<file path="config.mk">
export PLATFORM = sky130hd
export DESIGN_NAME = mem_access_unit_flat
export DESIGN_NICKNAME = d
export VERILOG_FILES = /design/src/rtl/mem_access_unit_if.sv /design/src/rtl/mem_access_unit.sv /design/src/flat_wrapper.sv
export SDC_FILE = /design/constraint.sdc
export NUM_CORES = 1
export LEC_CHECK = 0
export ABC_AREA = 1
export ABC_CLOCK_PERIOD_IN_PS = 5000
export CAP_MARGIN = 20
export CELL_PAD_IN_SITES_DETAIL_PLACEMENT = 1
export CELL_PAD_IN_SITES_GLOBAL_PLACEMENT = 1
export CORE_ASPECT_RATIO = 1.25
export CORE_MARGIN = 2
export CORE_UTILIZATION = 30
export CTS_CLUSTER_SIZE = 20
export DETAILED_ROUTE_END_ITERATION = 8
export PLACE_DENSITY_LB_ADDON = 0.1
export SLEW_MARGIN = 30
export SYNTH_ARGS = -nofsm -noshare
export SYNTH_HDL_FRONTEND = slang
export SYNTH_SLANG_ARGS = --single-unit
</file>
<file path="constraint.sdc">
create_clock -name clk -period 5 [get_ports clk]
set_input_delay 0.5 -clock clk [delete_from_list [all_inputs] [get_ports clk]]
set_output_delay 0.5 -clock clk [all_outputs]
set_load 0.01 [all_outputs]
</file>
<file path="src/rtl/mem_access_unit_if.sv">
// Data-memory bus between the memory-access stage and the data RAM.
// The master issues requests; the slave returns read data and the ack.
interface mem_access_unit_if #(
    parameter int DATA_W = 32
);
    logic              ram_en;
    logic [3:0]        ram_we;
    logic [DATA_W-1:0] ram_addr;
    logic [DATA_W-1:0] ram_wdata;
    logic [DATA_W-1:0] ram_rdata;
    logic              ram_ack;

    modport master (
        output ram_en, ram_we, ram_addr, ram_wdata,
        input  ram_rdata, ram_ack
    );

    modport slave (
        input  ram_en, ram_we, ram_addr, ram_wdata,
        output ram_rdata, ram_ack
    );
endinterface

</file>
<file path="src/rtl/mem_access_unit.sv">
// MEM pipeline stage: issues loads/stores on the data bus, stalls the pipeline
// while waiting for ram_ack, aligns/extends load data and flags address/bus errors.
module mem_access_unit #(
    parameter int DATA_W     = 32,
    parameter int REG_ADDR_W = 5,
    parameter int TIMEOUT    = 255
) (
    input  logic                  clk,
    input  logic                  rst,
    input  logic [DATA_W-1:0]     result_in,
    input  logic [3:0]            mem_op_in,
    input  logic [DATA_W-1:0]     mem_wdata_in,
    input  logic                  write_reg_en_in,
    input  logic [REG_ADDR_W-1:0] write_reg_addr_in,
    input  logic                  write_hilo_en_in,
    input  logic [DATA_W-1:0]     write_hi_data_in,
    input  logic [DATA_W-1:0]     write_lo_data_in,
    output logic [DATA_W-1:0]     result_out,
    output logic                  write_reg_en_out,
    output logic [REG_ADDR_W-1:0] write_reg_addr_out,
    output logic                  write_hilo_en_out,
    output logic [DATA_W-1:0]     write_hi_data_out,
    output logic [DATA_W-1:0]     write_lo_data_out,
    mem_access_unit_if.master     bus,
    output logic                  stall_req,
    output logic                  addr_err,
    output logic                  bus_err
);
    localparam int CNT_W = ($clog2(TIMEOUT + 1) > 8) ? $clog2(TIMEOUT + 1) : 8;

    localparam logic [3:0] OP_LB  = 4'd1;
    localparam logic [3:0] OP_LBU = 4'd2;
    localparam logic [3:0] OP_LH  = 4'd3;
    localparam logic [3:0] OP_LHU = 4'd4;
    localparam logic [3:0] OP_LW  = 4'd5;
    localparam logic [3:0] OP_SB  = 4'd6;
    localparam logic [3:0] OP_SH  = 4'd7;
    localparam logic [3:0] OP_SW  = 4'd8;

    typedef enum logic {S_IDLE, S_WAIT} state_t;

    state_t                state_q, state_d;
    logic [CNT_W-1:0]      cnt_q, cnt_d;
    logic [3:0]            req_op_q, req_op_d;
    logic [DATA_W-1:0]     req_addr_q, req_addr_d;
    logic [DATA_W-1:0]     req_wdata_q, req_wdata_d;
    logic [REG_ADDR_W-1:0] req_reg_q, req_reg_d;
    logic                  req_reg_en_q, req_reg_en_d;

    logic [3:0]            op;
    logic [DATA_W-1:0]     addr;
    logic [DATA_W-1:0]     wdata;
    logic                  is_load, is_store, misaligned;

    function automatic logic [DATA_W-1:0] load_ext(input logic [3:0] f_op,
                                                   input logic [1:0] lane,
                                                   input logic [DATA_W-1:0] rd);
        logic [7:0]  b;
        logic [15:0] h;
        b = rd[{lane, 3'b000} +: 8];
        h = rd[{lane[1], 4'b0000} +: 16];
        case (f_op)
            OP_LB:   load_ext = {{(DATA_W-8){b[7]}}, b};
            OP_LBU:  load_ext = {{(DATA_W-8){1'b0}}, b};
            OP_LH:   load_ext = {{(DATA_W-16){h[15]}}, h};
            OP_LHU:  load_ext = {{(DATA_W-16){1'b0}}, h};
            default: load_ext = rd;
        endcase
    endfunction

    function automatic logic [3:0] lane_mask(input logic [3:0] f_op, input logic [1:0] lane);
        case (f_op)
            OP_SB:   lane_mask = 4'b0001 << lane;
            OP_SH:   lane_mask = lane[1] ? 4'b1100 : 4'b0011;
            OP_SW:   lane_mask = 4'b1111;
            default: lane_mask = 4'b0000;
        endcase
    endfunction

    function automatic logic [DATA_W-1:0] store_data(input logic [3:0] f_op,
                                                     input logic [DATA_W-1:0] wd);
        case (f_op)
            OP_SB:   store_data = {(DATA_W/8){wd[7:0]}};
            OP_SH:   store_data = {(DATA_W/16){wd[15:0]}};
            default: store_data = wd;
        endcase
    endfunction

    always_ff @(posedge clk or negedge rst) begin
        if (!rst) begin
            state_q      <= S_IDLE;
            cnt_q        <= '0;
            req_op_q     <= '0;
            req_addr_q   <= '0;
            req_wdata_q  <= '0;
            req_reg_q    <= '0;
            req_reg_en_q <= 1'b0;
        end else begin
            state_q      <= state_d;
            cnt_q        <= cnt_d;
            req_op_q     <= req_op_d;
            req_addr_q   <= req_addr_d;
            req_wdata_q  <= req_wdata_d;
            req_reg_q    <= req_reg_d;
            req_reg_en_q <= req_reg_en_d;
        end
    end

    always_comb begin
        state_d      = state_q;
        cnt_d        = cnt_q;
        req_op_d     = req_op_q;
        req_addr_d   = req_addr_q;
        req_wdata_d  = req_wdata_q;
        req_reg_d    = req_reg_q;
        req_reg_en_d = req_reg_en_q;

        // While waiting, the bus is driven purely from the captured request.
        op    = (state_q == S_WAIT) ? req_op_q    : mem_op_in;
        addr  = (state_q == S_WAIT) ? req_addr_q  : result_in;
        wdata = (state_q == S_WAIT) ? req_wdata_q : mem_wdata_in;

        is_load    = (op >= OP_LB) && (op <= OP_LW);
        is_store   = (op >= OP_SB) && (op <= OP_SW);
        misaligned = (((op == OP_LH) || (op == OP_LHU) || (op == OP_SH)) && addr[0]) ||
                     (((op == OP_LW) || (op == OP_SW)) && (addr[1:0] != 2'b00));

        result_out         = result_in;
        write_reg_en_out   = write_reg_en_in;
        write_reg_addr_out = (state_q == S_WAIT) ? req_reg_q : write_reg_addr_in;
        write_hilo_en_out  = write_hilo_en_in;
        write_hi_data_out  = write_hi_data_in;
        write_lo_data_out  = write_lo_data_in;
        bus.ram_en         = 1'b0;
        bus.ram_we         = 4'b0000;
        bus.ram_addr       = {addr[DATA_W-1:2], 2'b00};
        bus.ram_wdata      = store_data(op, wdata);
        stall_req          = 1'b0;
        addr_err           = 1'b0;
        bus_err            = 1'b0;

        case (state_q)
            S_IDLE: begin
                if (is_load || is_store) begin
                    if (misaligned) begin
                        addr_err         = 1'b1;
                        write_reg_en_out = 1'b0;
                    end else begin
                        bus.ram_en   = 1'b1;
                        bus.ram_we   = lane_mask(op, addr[1:0]);
                        req_op_d     = mem_op_in;
                        req_addr_d   = result_in;
                        req_wdata_d  = mem_wdata_in;
                        req_reg_d    = write_reg_addr_in;
                        req_reg_en_d = write_reg_en_in;
                        if (bus.ram_ack) begin
                            result_out       = is_load ? load_ext(op, addr[1:0], bus.ram_rdata) : result_in;
                            write_reg_en_out = is_load && write_reg_en_in;
                        end else begin
                            stall_req         = 1'b1;
                            write_reg_en_out  = 1'b0;
                            write_hilo_en_out = 1'b0;
                            cnt_d             = '0;
                            state_d           = S_WAIT;
                        end
                    end
                end
            end
            S_WAIT: begin
                bus.ram_en = 1'b1;
                bus.ram_we = lane_mask(op, addr[1:0]);
                if (bus.ram_ack) begin
                    result_out       = is_load ? load_ext(op, addr[1:0], bus.ram_rdata) : req_addr_q;
                    write_reg_en_out = is_load && req_reg_en_q;
                    state_d          = S_IDLE;
                end else if (cnt_q == CNT_W'(TIMEOUT)) begin
                    bus.ram_en        = 1'b0;
                    bus.ram_we        = 4'b0000;
                    bus_err           = 1'b1;
                    write_reg_en_out  = 1'b0;
                    write_hilo_en_out = 1'b0;
                    state_d           = S_IDLE;
                end else begin
                    stall_req         = 1'b1;
                    write_reg_en_out  = 1'b0;
                    write_hilo_en_out = 1'b0;
                    cnt_d             = cnt_q + 1'b1;
                end
            end
            default: state_d = S_IDLE;
        endcase

        // Reset silences every control output without waiting for a clock edge.
        if (!rst) begin
            bus.ram_en        = 1'b0;
            bus.ram_we        = 4'b0000;
            stall_req         = 1'b0;
            addr_err          = 1'b0;
            bus_err           = 1'b0;
            write_reg_en_out  = 1'b0;
            write_hilo_en_out = 1'b0;
        end
    end
endmodule

</file>
<file path="src/flat_wrapper.sv">
// flat-port wrapper written by rule: the top's interface ports become plain ports
module mem_access_unit_flat 
#(
    parameter int DATA_W     = 32,
    parameter int REG_ADDR_W = 5,
    parameter int TIMEOUT    = 255
)
  (clk, rst, result_in, mem_op_in, mem_wdata_in, write_reg_en_in, write_reg_addr_in, write_hilo_en_in, write_hi_data_in, write_lo_data_in, result_out, write_reg_en_out, write_reg_addr_out, write_hilo_en_out, write_hi_data_out, write_lo_data_out, stall_req, addr_err, bus_err, bus_ram_en, bus_ram_we, bus_ram_addr, bus_ram_wdata, bus_ram_rdata, bus_ram_ack);
  mem_access_unit_if #(.DATA_W(DATA_W)) bus_i ();
  input  logic clk;
  input  logic rst;
  input  logic [DATA_W-1:0] result_in;
  input  logic [3:0] mem_op_in;
  input  logic [DATA_W-1:0] mem_wdata_in;
  input  logic write_reg_en_in;
  input  logic [REG_ADDR_W-1:0] write_reg_addr_in;
  input  logic write_hilo_en_in;
  input  logic [DATA_W-1:0] write_hi_data_in;
  input  logic [DATA_W-1:0] write_lo_data_in;
  output logic [DATA_W-1:0] result_out;
  output logic write_reg_en_out;
  output logic [REG_ADDR_W-1:0] write_reg_addr_out;
  output logic write_hilo_en_out;
  output logic [DATA_W-1:0] write_hi_data_out;
  output logic [DATA_W-1:0] write_lo_data_out;
  output logic stall_req;
  output logic addr_err;
  output logic bus_err;
  output wire logic [$bits(bus_i.ram_en)-1:0] bus_ram_en;
  output wire logic [$bits(bus_i.ram_we)-1:0] bus_ram_we;
  output wire logic [$bits(bus_i.ram_addr)-1:0] bus_ram_addr;
  output wire logic [$bits(bus_i.ram_wdata)-1:0] bus_ram_wdata;
  input wire logic [$bits(bus_i.ram_rdata)-1:0] bus_ram_rdata;
  input wire logic [$bits(bus_i.ram_ack)-1:0] bus_ram_ack;
  assign bus_ram_en = bus_i.ram_en;
  assign bus_ram_we = bus_i.ram_we;
  assign bus_ram_addr = bus_i.ram_addr;
  assign bus_ram_wdata = bus_i.ram_wdata;
  assign bus_i.ram_rdata = bus_ram_rdata;
  assign bus_i.ram_ack = bus_ram_ack;
  mem_access_unit #(.DATA_W(DATA_W), .REG_ADDR_W(REG_ADDR_W), .TIMEOUT(TIMEOUT)) u_core (.clk(clk), .rst(rst), .result_in(result_in), .mem_op_in(mem_op_in), .mem_wdata_in(mem_wdata_in), .write_reg_en_in(write_reg_en_in), .write_reg_addr_in(write_reg_addr_in), .write_hilo_en_in(write_hilo_en_in), .write_hi_data_in(write_hi_data_in), .write_lo_data_in(write_lo_data_in), .result_out(result_out), .write_reg_en_out(write_reg_en_out), .write_reg_addr_out(write_reg_addr_out), .write_hilo_en_out(write_hilo_en_out), .write_hi_data_out(write_hi_data_out), .write_lo_data_out(write_lo_data_out), .bus(bus_i), .stall_req(stall_req), .addr_err(addr_err), .bus_err(bus_err));
endmodule
</file>
---- After elaboration in Yosys (flattened, before gate mapping) ----
Index checks and enable logic that the tools add are counted.
Widths: inputs -> output; s select.
word-level totals
  register bits ........................... 83
  input port bits ......................... 174
  output and inout bits ................... 175
  word-level logic and storage cells ...... 103
operators by class
  add/sub/neg operators ................... 1
  magnitude comparators ................... 4
  eq/ne operators ......................... 14
  shift-type cells ........................ 3
  multiplexer cells ....................... 58
  bitwise operators ....................... 2
  reduce and logical (&&, ||, !) cells .... 14
operators by type and width
  kind                 number
  $mux 32              8
  $pmux 32 s2          2
  $pmux 32 s4          1
  $mux 8               5
  $shiftx 32x6->16     1
  $shiftx 32x6->8      1
  $mux 4               7
  $mux 1               27
  $eq 4x3->1 const B   4
  $pmux 8 s2           1
  $pmux 4 s3           1
  $add 8x1->8 const B  1
  $eq 4x2->1 const B   2
  $eq 8x8->1 const B   1
  $ne 2x2->1 const B   4
  $pmux 1 s2           4
  $pmux 4 s2           1
  $logic_and 1x1->1    6
  $logic_or 1x1->1     5
  $mux 5               1
  $reduce_and 5->1     1
  $eq 4x1->1 const B   1
  $eq 4x4->1 const B   1
  $ge 4x1->1 const B   1
  8 further kinds      9

---- Logic depth before layout (Yosys ltp) ----
  word-level depth ........................ 10
  gate-level depth with buffers ........... 17
  gate-level depth less buffers ........... 14

---- Worst setup path after synthesis ----
No wires, ideal clock.
  path kind ............................... register to output
  start point ............................. reg u_core.state_q
  end point ............................... out result_out[13]
  data arrival time ....................... 1,860 ps
  slack ................................... 2,640 ps
  cell stages (with the launch flop) ...... 17
  path buffers ............................ 3
  cells stage by stage .................... dfrtp_1 -> buf_4 -> inv_4 -> buf_8 -> nand2_2 -> nand2_2 -> nor2_1 -> nand2_1 -> nand3_1 -> nand2_2 -> nand2_1 -> nand2_2 -> nand2_4 -> buf_6 -> nand2_1 -> nand2_1 -> nor2_1
between the ends
  longest elaborated chain between the ends .. 9
  elaborated cells between the ends (all ways) .. 34
  classes of those cells .................. 4 x order compare; 7 x eq/ne; 2 x shift; 10 x mux; 1 x bitwise; 10 x reduce/logical
RTL lines
  what                                             line                    RTL
  start: declaration                               mem_access_unit.sv:42   state_t state_q, state_d;
  start signal: assignment                         mem_access_unit.sv:99   state_q <= state_d;
  branches (longest 8 deep; another with $mux 32)  --
  $pmux 32 s2 *                                    mem_access_unit.sv:142  case (state_q)
  end: declaration                                 flat_wrapper.sv:20      output logic [DATA_W-1:0] result_out;
Every way passes the cells marked *.

---- Final worst setup path ----
  start point ............................. reg u_core.state_q
  end point ............................... out stall_req
between the ends
  longest elaborated chain between the ends .. 10
  elaborated cells between the ends (all ways) .. 26
  classes of those cells .................. 4 x order compare; 5 x eq/ne; 6 x mux; 1 x bitwise; 10 x reduce/logical
RTL lines
  what                                      line                    RTL
  $mux 4                                    mem_access_unit.sv:119  op = (state_q == S_WAIT) ? req_op_q : mem_op_in;
  $eq 4x2->1 or $eq 4x3->1 (tied branches)  mem_access_unit.sv:125  misaligned = (((op == OP_LH) || (op == OP_LHU) || (op == OP_SH)) && addr[0]) ||
  $logic_or 1x1->1 (2 in series)            mem_access_unit.sv:125
  $logic_and 1x1->1                         mem_access_unit.sv:125
  $logic_or 1x1->1                          mem_access_unit.sv:125
  $mux 1                                    mem_access_unit.sv:145  if (misaligned) begin
  $mux 1                                    mem_access_unit.sv:144  if (is_load || is_store) begin
  $pmux 1 s2 *                              mem_access_unit.sv:142
  $mux 1 *                                  mem_access_unit.sv:194  if (!rst) begin
  end: declaration                          flat_wrapper.sv:26      output logic stall_req;
Every way passes the cells marked *; elsewhere a longest branch is shown, timed or not.

==> metrics <==
run status=complete, no violations; Die ar.=25800 µm²; CP arrival=just under 4 ns; post-DR vias/cell=4.85; max_slew headroom=around 40%; Bufs on Longest Clock Path=2; Num CTS Buffers=9; max frequency=roughly 0.23 GHz; GRT Residual Overflow=0; Core ar.=24300 µm²; routed len/inst=17.5 µm; register area share after synthesis=28.3%; CP startpoint kind=flop; antenna violations before repair=3; CTS clk-pin slew, worst paths=about 0.070 ns; Worst-Margin Slew=about 0.9 ns; final setup violating endpoints=0; largest fanout on the critical path=36; Pleak=4.66 nW; TritonCTS clock tree=yes; Crit Path Category=flop to primary output; die width=144 µm; total number of yosys warnings=0; skew final=0.0136 ns; I/O pin total=about 350; Slew Viols, Final=0; period utilization=87.6%; # port buffers=218; pin count of the biggest net entering global routing=88; DP HPWL=21500 µm; setup TNS=0 ns; #FFs+latches synth=83; CP Capture Type=primary output; top post-synthesis cells by area=dfrtp_1 (28%), nand2_1 (23%), o21ai_0 (8.3%); post-synth top area share=28.3%; Primary FF master, synth=dfrtp_1; Sw Share=between 40% and 50%; Post-synth EDFFs=0; Row Count=64; H-tree lvl count=3; GR Util All Layers=22.8%; first-pass GRT wire length=45700 µm; Hold Crit Class=input pin to asynchronous set/reset pin; async set or reset register ratio after synthesis=100%; Final min period=between 4 and 5 ns; DRC Markers=0; Nets=1515; worst-skew pair later-pin latency=0.35 ns; GPL Wtd Cong=0.860; required time of the critical path=4.50 ns; Max-cap violations=0; Layout area overhead=29.9%; post-synth cell types=37; Hold Fails Final Rpt=0; top cells by count, synth=nand2_1 (442), nor2_1 (141), o21ai_0 (122); Pre-Repair DR Iteration Count=4; Via Count=approximately 8k; Starting Density=a little over 30%; Power Density=638 nW/µm²; power share of the combinational group=68.1%; sequential group share of total power=roughly 19%; Die H=179 µm; Synth area leader=dfrtp_1; clock group share of total power=12.5%; most common cell in the netlist=nand2_1; CTS root buffer=clkbuf_16; Max rail drop VDD=0.385 mV; number of setup buffers added after CTS=0; Post-Route WL=29300 µm; Mapped Cells=1230; share of layout cells above drive strength 1=4.46%; sw power=0.00304 W; Placed Cells=1659; fin cells=1676; vias in the first global route=around 8.3k; Synth Cell Area=approximately 7400 µm²; clk sink count=83; Syn Area/Cell=5.98 µm²; Routed Antenna Nets=0; initial DRC count=approximately 330; internal power=approximately 0.003 W; RSZ-0062 raised after global routing=false
[per-stage QoR]
step | util [%] | hold WS, ns | setup slack, ns | total power [W] | area [µm²]
floorplan | - | 0.204 | 2.64 | 0.00372 | 7360
CTS | 39.3 | 0.125 | 0.411 | 0.00619 | 9550
global route | 39.4 | 0.144 | 0.199 | 0.00668 | 9550
global placement | 38.0 | 0.461 | 0.889 | 0.00533 | 9220
finish | 39.4 | 0.117 | 0.618 | 0.00609 | 9550
detailed placement | 38.0 | 0.465 | 0.829 | 0.00538 | 9220
[layout by cell type, fill, tap and decap left out, types with 16 or more instances in the layout]
cell,Yosys,routed
nand3_1,52,52
nand4_1,16,16
dfrtp_1,83,82
nand2_1,442,442
o21bai_1,16,16
o21ai_0,122,122
nor2_1,141,141
inv_1,110,110
o21ai_1,40,40
buf_4,72,16
clkdlybuf4s50_1,0,217
[final timing paths]
| check | start | endpoint | slack [ns] | depth (start not counted) |
|---|---|---|---|---|
| min reg2reg | u_core.req_wdata_q[4]$_DFFE_PN0P_ | u_core.req_wdata_q[4]$_DFFE_PN0P_ | 0.48 | 2 |
| max in group asynchronous | rst | u_core.state_q$_DFF_PN0_ | 4.07 | 2 |
| max reg2reg | u_core.state_q$_DFF_PN0_ | u_core.req_addr_q[25]$_DFFE_PN0P_ | 1.46 | 13 |
| max | u_core.state_q$_DFF_PN0_ | stall_req | 0.62 | 12 |
| min | rst | u_core.req_wdata_q[9]$_DFFE_PN0P_ | 0.12 | 1 |
| min in group clk | u_core.req_wdata_q[4]$_DFFE_PN0P_ | u_core.req_wdata_q[4]$_DFFE_PN0P_ | 0.48 | 2 |
[critical path, stage by stage, from the launching register on]
cell and delay, ns:
dfrtp_4 0.64, inv_4 0.31, nand2_2 0.11, nand2_4 0.12
nor2_2 0.06, nand2_1 0.36, nand3_1 0.17, nand2_2 0.16
nand3_1 0.08, nand2_1 0.30, nand3_1 0.40, nor2_1 0.20
clkdlybuf4s50_1 0.59
[area by class of cell]
type | count | area, µm²
repair buffers | 233 | 2290
diodes | 1 | 2.50
multi-input cells | 897 | 4000
well taps | 330 | 413
inverters | 116 | 438
flip-flops and latches | 83 | 2080
fillers | 3159 | 14700
clock buffers | 10 | 229
clock inverters | 6 | 96.3
[cell families after synthesis]
kind of cell               share of synthesized area (%)
AOI/OAI and AO/OA                                   16.0
xor gates and xnor gates                           0.596
adders and majority gates                          0.170
buffers and inverters                               17.4
DFF                                                 28.3
other                                             0.0510
and+or+nand+nor                                     37.5
[power by group through the flow]
| stage | combinational (W) | clock, W | sequential [W] |
|---|---|---|---|
| global placement | 0.00415 | 0 | 0.00118 |
| global route | 0.00465 | 0.000813 | 0.00122 |
| CTS | 0.00422 | 0.000791 | 0.00118 |
| detailed placement | 0.00419 | 0 | 0.00119 |
| floorplan | 0.00261 | 0 | 0.00111 |
| finish | 0.00415 | 0.000764 | 0.00118 |
[registers in the layout (all words and copies together), names as in the netlist]
name                 flops
u_core.req_addr_q       32
u_core.req_wdata_q      32
u_core.cnt_q             8
u_core.req_reg_q         5
u_core.req_op_q          4
u_core.req_reg_en_q      1
u_core.state_q           1
[routing by layer]
| metal | track usage (%) | wire, µm | vias up |
|---|---|---|---|
| li1 | - | - | 4041 |
| met1 | 29.3 | 12800 | 3812 |
| met2 | 38.0 | 14000 | 221 |
| met3 | 5.45 | 1870 | 47 |
| met4 | 6.58 | 575 | 4 |
| met5 | 0 | 27 | - |
[timing repair]
item	CTS	global route
hold buffers	0	0
hold endpoints to repair	0	0
resized for setup	0	1
endpoints found under the setup margin	0	1
Power figures use the tool's default switching activity.
